## src/rtl/pipeline_ctrl_pkg.sv

```systemverilog
// pipeline_ctrl_pkg: shared stall-bus indices, FSM encodings and defaults for the pipeline controller
package pipeline_ctrl_pkg;
  localparam int STALL_W = 6;
  localparam int STALL_PC = 0;
  localparam int STALL_IF = 1;
  localparam int STALL_ID = 2;
  localparam int STALL_EX = 3;
  localparam int STALL_MEM = 4;
  localparam int STALL_WB = 5;
  localparam int PCTRL_FLUSH_LEN = 1;
  localparam logic [STALL_W-1:0] STALL_FREEZE = '1;
  typedef enum logic [1:0] {
    PCTRL_RUN = 2'd0,
    PCTRL_PEND = 2'd1,
    PCTRL_FLUSH = 2'd2
  } pctrl_state_e;
  function automatic logic [STALL_W-1:0] stall_upto(input int k);
    return STALL_W'((1 << (k + 1)) - 1);
  endfunction
endpackage

```

## src/rtl/pipeline_ctrl_stall_encoder.sv

```systemverilog
// pipeline_ctrl_stall_encoder: stalls every stage up to the deepest requesting one
module pipeline_ctrl_stall_encoder
  import pipeline_ctrl_pkg::*;
(
  input  logic               req_if,
  input  logic               req_id,
  input  logic               req_ex,
  input  logic               req_mem,
  output logic [STALL_W-1:0] stall
);
  always_comb
    stall = req_mem ? stall_upto(STALL_MEM) :
            req_ex  ? stall_upto(STALL_EX)  :
            req_id  ? stall_upto(STALL_ID)  :
            req_if  ? stall_upto(STALL_IF)  : '0;
endmodule

```

## src/rtl/pipeline_ctrl.sv

```systemverilog
// pipeline_ctrl: per-stage stall vector, exception/ERET flush arbitration and stall-cycle counter
module pipeline_ctrl
  import pipeline_ctrl_pkg::*;
#(
  parameter int ADDR_W = 32,
  parameter int FLUSH_LEN = PCTRL_FLUSH_LEN,
  parameter int CNT_W = 32
) (
  input  logic               clk,
  input  logic               rst,
  input  logic               stall_req_if,
  input  logic               stall_req_id,
  input  logic               stall_req_ex,
  input  logic               stall_req_mem,
  input  logic               exc_req,
  input  logic [ADDR_W-1:0]  exc_handler_pc,
  input  logic               eret_req,
  input  logic [ADDR_W-1:0]  epc,
  input  logic               cnt_clr,
  output logic [STALL_W-1:0] stall,
  output logic               flush,
  output logic [ADDR_W-1:0]  flush_pc,
  output logic               exc_pending,
  output logic [CNT_W-1:0]   stall_cycles
);
  localparam logic [3:0] FLUSH_LAST = 4'(FLUSH_LEN - 1);
  pctrl_state_e state_q, state_d;
  logic [ADDR_W-1:0] flush_pc_q, flush_pc_d;
  logic [3:0] fcnt_q, fcnt_d;
  logic [CNT_W-1:0] stall_cycles_q, stall_cycles_d;
  logic [STALL_W-1:0] enc_stall;
  pipeline_ctrl_stall_encoder u_enc (
    .req_if (stall_req_if),
    .req_id (stall_req_id),
    .req_ex (stall_req_ex),
    .req_mem(stall_req_mem),
    .stall  (enc_stall)
  );
  always_comb begin
    state_d = state_q;
    flush_pc_d = flush_pc_q;
    fcnt_d = fcnt_q;
    stall = enc_stall;
    case (state_q)
      PCTRL_RUN:
        if (exc_req || eret_req) begin
          flush_pc_d = exc_req ? exc_handler_pc : epc;
          state_d = stall_req_mem ? PCTRL_PEND : PCTRL_FLUSH;
          fcnt_d = '0;
          stall = stall_req_mem ? enc_stall : STALL_FREEZE;
        end
      PCTRL_PEND:
        if (!stall_req_mem) begin
          stall = STALL_FREEZE;
          state_d = PCTRL_FLUSH;
          fcnt_d = '0;
        end
      PCTRL_FLUSH: begin
        stall = '0;
        fcnt_d = fcnt_q + 4'd1;
        state_d = (fcnt_q == FLUSH_LAST) ? PCTRL_RUN : PCTRL_FLUSH;
      end
      default: state_d = PCTRL_RUN;
    endcase
    stall_cycles_d = cnt_clr ? '0 :
                     (stall[STALL_PC] && !(&stall_cycles_q)) ? stall_cycles_q + CNT_W'(1) :
                     stall_cycles_q;
  end
  always_ff @(posedge clk or negedge rst)
    if (!rst) begin
      state_q <= PCTRL_RUN;
      flush_pc_q <= '0;
      fcnt_q <= '0;
      stall_cycles_q <= '0;
    end else begin
      state_q <= state_d;
      flush_pc_q <= flush_pc_d;
      fcnt_q <= fcnt_d;
      stall_cycles_q <= stall_cycles_d;
    end
  assign flush = state_q == PCTRL_FLUSH;
  assign exc_pending = state_q == PCTRL_PEND;
  assign flush_pc = flush_pc_q;
  assign stall_cycles = stall_cycles_q;
endmodule

```

## config.mk

```make
export PLATFORM = sky130hd
export DESIGN_NAME = pipeline_ctrl
export DESIGN_NICKNAME = d
export VERILOG_FILES = /design/src/rtl/pipeline_ctrl_pkg.sv /design/src/rtl/pipeline_ctrl_stall_encoder.sv /design/src/rtl/pipeline_ctrl.sv
export SDC_FILE = /design/constraint.sdc
export NUM_CORES = 1
export LEC_CHECK = 0
export CAP_MARGIN = 20
export CORE_MARGIN = 3
export CORE_UTILIZATION = 40
export CTS_BUF_LIST = sky130_fd_sc_hd__clkbuf_4
export DETAILED_ROUTE_END_ITERATION = 16
export PLACE_DENSITY = 0.76
export SLEW_MARGIN = 10
export SYNTH_ARGS = -nofsm -noshare
export SYNTH_HDL_FRONTEND = slang
export SYNTH_SLANG_ARGS = --single-unit
```

## constraint.sdc

```tcl
create_clock -name clk -period 2.5 [get_ports clk]
set_clock_uncertainty 0.05 [all_clocks]
set_input_delay 0.5 -clock clk [delete_from_list [all_inputs] [get_ports clk]]
set_output_delay 0.5 -clock clk [all_outputs]
set_load 0.03 [all_outputs]
```

### Word-level counts from Yosys, hierarchy flattened

Index checks and enable logic that the tools add are counted.

* register bits: 70
* input port bits: 73
* output and inout port bits: 72
* logic and storage cells: 39

* equal/unequal tests: 4
* reductions and logical operators: 11
* add/sub/neg operators: 2
* muxes and demuxes: 18

Operators with widths (number)
* 32-bit two-way mux: 3
* 32-bit by 1-bit adder with 32-bit output, second input constant: 1
* 32-bit AND reduction: 1
* 6-bit two-way mux: 5
* 6-bit case mux with 3 select lines: 1
* 4-bit case mux with 3 select lines: 1
* 2-bit two-way mux: 5
* 4-bit two-way mux: 2
* 2-bit case mux with 3 select lines: 1
* 4-bit by 1-bit adder with 4-bit output, second input constant: 1
* 4-bit logical NOT: 1
* 2-bit inequality test, second input constant: 2
* 2-bit AND reduction: 2
* 3-bit AND reduction: 1
* 3-bit nonzero test: 1
* 2-bit by 1-bit == test with 1-bit output, second input constant: 1
* 2-bit == test, second input constant: 1
* 2-bit logical NOT: 1
* 2-bit nonzero test: 1
* 1-bit logical AND: 1
* 1-bit logical NOT: 1
* 1-bit logical OR: 1

### Depth between registers and ports, before layout

* depth after elaboration: 10
* mapped depth: 9
* mapped depth without buffers: 7

### Hierarchy

Synthesis repeated with hierarchy kept, for this count alone.

* cell total of the unflattened synthesis: 400
* area, all modules: 3788.6 um^2

Modules (own cells, without submodules)
* pipeline_ctrl: cells each 393, times used 1, sequential area each 1751.7 um^2, area each 3742.3 um^2
* pipeline_ctrl_stall_encoder: cells each 7, times used 1, sequential area each 0.0 um^2, area each 46.3 um^2

### Least setup slack after synthesis

OpenSTA, ideal clock, no wires.

* path kind: input port to output port
* start: in exc_req
* end: out stall[2]
* buffers on the path: 1
* stages on the path: 5
* required time: 1.950 ns
* setup slack: -0.002 ns
* arrival time: 1.952 ns
* cell sequence: clkbuf_1 nor3_1 or2_2 o21ai_0 a21o_1

* longest elaborated chain between the ends: 3

Ends and longest elaborated chain
* from (decl): line pipeline_ctrl.sv:15 `input logic exc_req,`
* 1-bit logical OR: line pipeline_ctrl.sv:46 `if (exc_req || eret_req) begin`
* 6-bit two-way mux: line pipeline_ctrl.sv:46
* 6-bit case mux with 3 select lines: line pipeline_ctrl.sv:44 `case (state_q)`
* to (decl): line pipeline_ctrl.sv:20 `output logic [STALL_W-1:0] stall,`

Every way passes these cells.

### Final worst setup path

* start: reg state_q[0]
* end: out stall[2]

* longest elaborated chain between the ends: 2
* elaborated cells between the ends (all ways): 4
* classes of those cells: 2 x eq/ne; 1 x mux; 1 x reduce/logical

Ends and longest elaborated chain
* from (decl): line pipeline_ctrl.sv:27 `pctrl_state_e state_q, state_d;`
* from (signal assigned): line pipeline_ctrl.sv:76 `state_q <= state_d;`
* 2-bit == test, or another cell as far along: line pipeline_ctrl.sv:44
* 6-bit case mux with 3 select lines *: line pipeline_ctrl.sv:44

Every way passes the cells marked *; elsewhere a longest branch is shown, timed or not.

==> reports/metrics.yaml <==
maxCapViolCount: 0
synthArstFlopShare_pct: 100
cts_tree: "yes"
detailedPlace.worstSlack_ns: -0.0550
ios: 145
min_period_ns: 2.42
hold_viol: 0
grt_usage_pct: 19.2
tightest_slew_ns: 0.554
ir_drop_mv: 0.573
worst_skew_pair.late_latency_ns: 0.41
regArea_um2: 1750
ys.flop_type: "dfrtp_1"
crit_fanout: 6
nNetsFinal: 608
antenna_found_initial: 0
max_stage_delay_ns: 0.50
avgSynthCellArea_um2: 9.58
clkTransAtPathRegs_ns: 0.13
cp_cell_sequence: "nor3_2 -> or2_2 -> o21ai_1 -> a21o_1 -> buf_4"
h-tree-depth: 3
synth.distinct_cells: 44
synth_nets: 455
rsz0062_at_grt: "false"
die_y_um: 101
r2r-start: "stall_cycles[1]"
routed_wl_um: 9790
ys_ff_latch: 70
dieWidth_um: 101
p_per_area_nw_per_um2: 850
via_per_inst: 5.38
crit_type: "register to output port"
postSynthCellCount: 379
grt_pass1_vias: 3339
area_growth_pct: 48.3
gr-total-overflow: 0
setup_tns_ns: 0
crit_start: "state_q[0]"
endpoint_kind: "output port"
portBuffers: 144
yosys_warnings: 0
dieArea_um2: 10300
dr.pass1.iters: 4
critPathTopFamily: "simple AND/OR/NAND/NOR gates"
finalCritPeriodShare_pct: 97.0
drive_gt1_share_pct: 9.89
grt_max_degree: 71
root_buffer: "clkbuf_4"
netlist_area_um2: 3630
post-place-cells: 629
synth-edff-count: 0
drc_errors: 0
cp.required_ns: 1.95
num_rows: 34
finalSetupViolations: 0
clock_sinks: 70
wl_per_cell_um: 15.2
coreArea_um2: 8760
globalplace.congestion: 0.820
leakage_nw: 2.21
status: "finished clean"
drv_slew: 0
hpwl_um: 7300
clk_path_buf_depth: 2
cp-start-kind: "register"
fmaxAchievable_ghz: 0.412
min_path_type: "input port to async pin"
multi_input_area_um2: 1760
critPathBufInv: 1
synth-seq-area-share_pct: 48.2
ant_nets: 0
cp.arrival_ns: 1.87
slowest_stage: "dfrtp_1"
numCtsBuffers: 9
vias: 3466
reg2reg_slack_ns: 0.22
cts_setup_buffers: 0
setup_ws_ns: 0.0750
instances_no_fill: 644
fillers: 791
drtIter0Drc: 88
n_antenna_cell: 0
start_util_pct: 41.4
grt_first_pass_wirelength_um: 15700
relSlewSlack_pct: 63.1
-- cell usage after synthesis, drive strengths merged, types with 2 or more instances --
cell    instances  share of area [%]
a22o            2               0.48
or3            18                3.1
ha              3                1.0
and3            2               0.34
o22ai           2               0.72
o31ai           9                2.2
inv             7               0.72
and4            4               0.96
dfrtp          70                 48
nor2           15                1.6
or4             9                2.0
nand2          53                5.5
nand3           9                1.7
mux2i          33                9.1
nand4          13                2.2
clkbuf         13                1.3
a21oi          26                3.6
nor4            7                1.2
buf             7                1.8
nor3            3               0.41
mux2            2               0.62
xnor2           2               0.48
xor2            3               0.72
o21ai          57                7.9
-- through the flow --
stage / total power [mW] / area, um^2 / hold WS (ns) / util (%)
floorplan: 2.92 / 3630 / 0.154 / -
global placement: 3.87 / 5250 / 0.410 / 60.0
detailed placement: 3.93 / 5250 / 0.419 / 60.0
CTS: 4.63 / 5380 / 0.0533 / 61.4
global route: 4.87 / 5390 / 0.0616 / 61.5
finish: 4.58 / 5390 / 0.0592 / 61.5
-- area by class of cell --
| class | count | share of cell area (%) |
|---|---|---|
| well taps | 108 | 2.51 |
| repair buffers | 162 | 29.5 |
| flip-flops and latches | 70 | 32.5 |
| clock buffers | 9 | 1.25 |
| clock inverters | 6 | 0.999 |
| multi-input cells | 282 | 32.7 |
| inverters | 7 | 0.488 |
-- final timing paths --
check	cells after the start	end
min in group clk	2	flush_pc[28]
max in group asynchronous	2	flush_pc[18]
max	5	stall[2]
min	2	stall_cycles[5]
max reg2reg	7	stall_cycles[1]
min reg2reg	2	flush_pc[28]
-- power breakdown --
part	leakage [nW]	switching (mW)	internal, mW
clock network	0.0727	0.407	0.290
registers	0.918	0.182	1.43
logic	1.22	1.32	0.946
total	2.21	1.91	2.66
-- layer usage --
| layer | part of all wire [%] | global-route usage (%) |
|---|---|---|
| met1 | 40 | 23.4 |
| met2 | 49 | 31.6 |
| met3 | 9.9 | 7.64 |
| met4 | 1.3 | 5.11 |
| met5 | 0 | 0 |
-- cell usage in the layout, fill, tap and decap left out, types with 6 or more instances in the layout --
master           instances
a21oi_1                 26
buf_4                   21
clkbuf_4                 9
clkdlybuf4s50_1        135
dfrtp_1                 70
mux2i_1                 33
nand2_1                 53
nand3_1                  7
nand4_1                 13
nor2_1                  15
nor4_1                   6
o21ai_0                 45
o21ai_1                 11
o31ai_1                  8
or3_1                   18
or4_1                    8
-- cells by family (layout without fill, tap and decap cells) --
kind of cell	Yosys count	count (layout)	synth area share (%)
muxes	35	35	9.72
DFF	70	70	48.2
adders and majority gates	3	3	1.03
and+or+nand+nor	137	137	19.7
buffers and inverters	27	184	3.83
xor gates and xnor gates	5	5	1.21
AOI/OAI and AO/OA	102	102	16.3
-- state kept, by name, summed over array words and instances (netlist names) --
signal / count
flush_pc: 32
state_q: 2
fcnt_q: 4
stall_cycles: 32
-- worst reg2reg max path, cell delays in order, from the launching register on --
cell	delay, ns
dfrtp_1	0.37
ha_1	0.23
nand3_4	0.15
or4_4	0.61
o31ai_4	0.31
buf_12	0.21
mux2i_1	0.20
nor2_1	0.05
-- repair_timing --
| action | in CTS | in global routing |
|---|---|---|
| resized for setup | 2 | 1 |
| hold buffers | 0 | 0 |
| cloned | 0 | 0 |
| setup endpoints to repair | 6 | 2 |
| pin swaps | 0 | 0 |
Note: power is estimated with default switching activity, not from simulation.
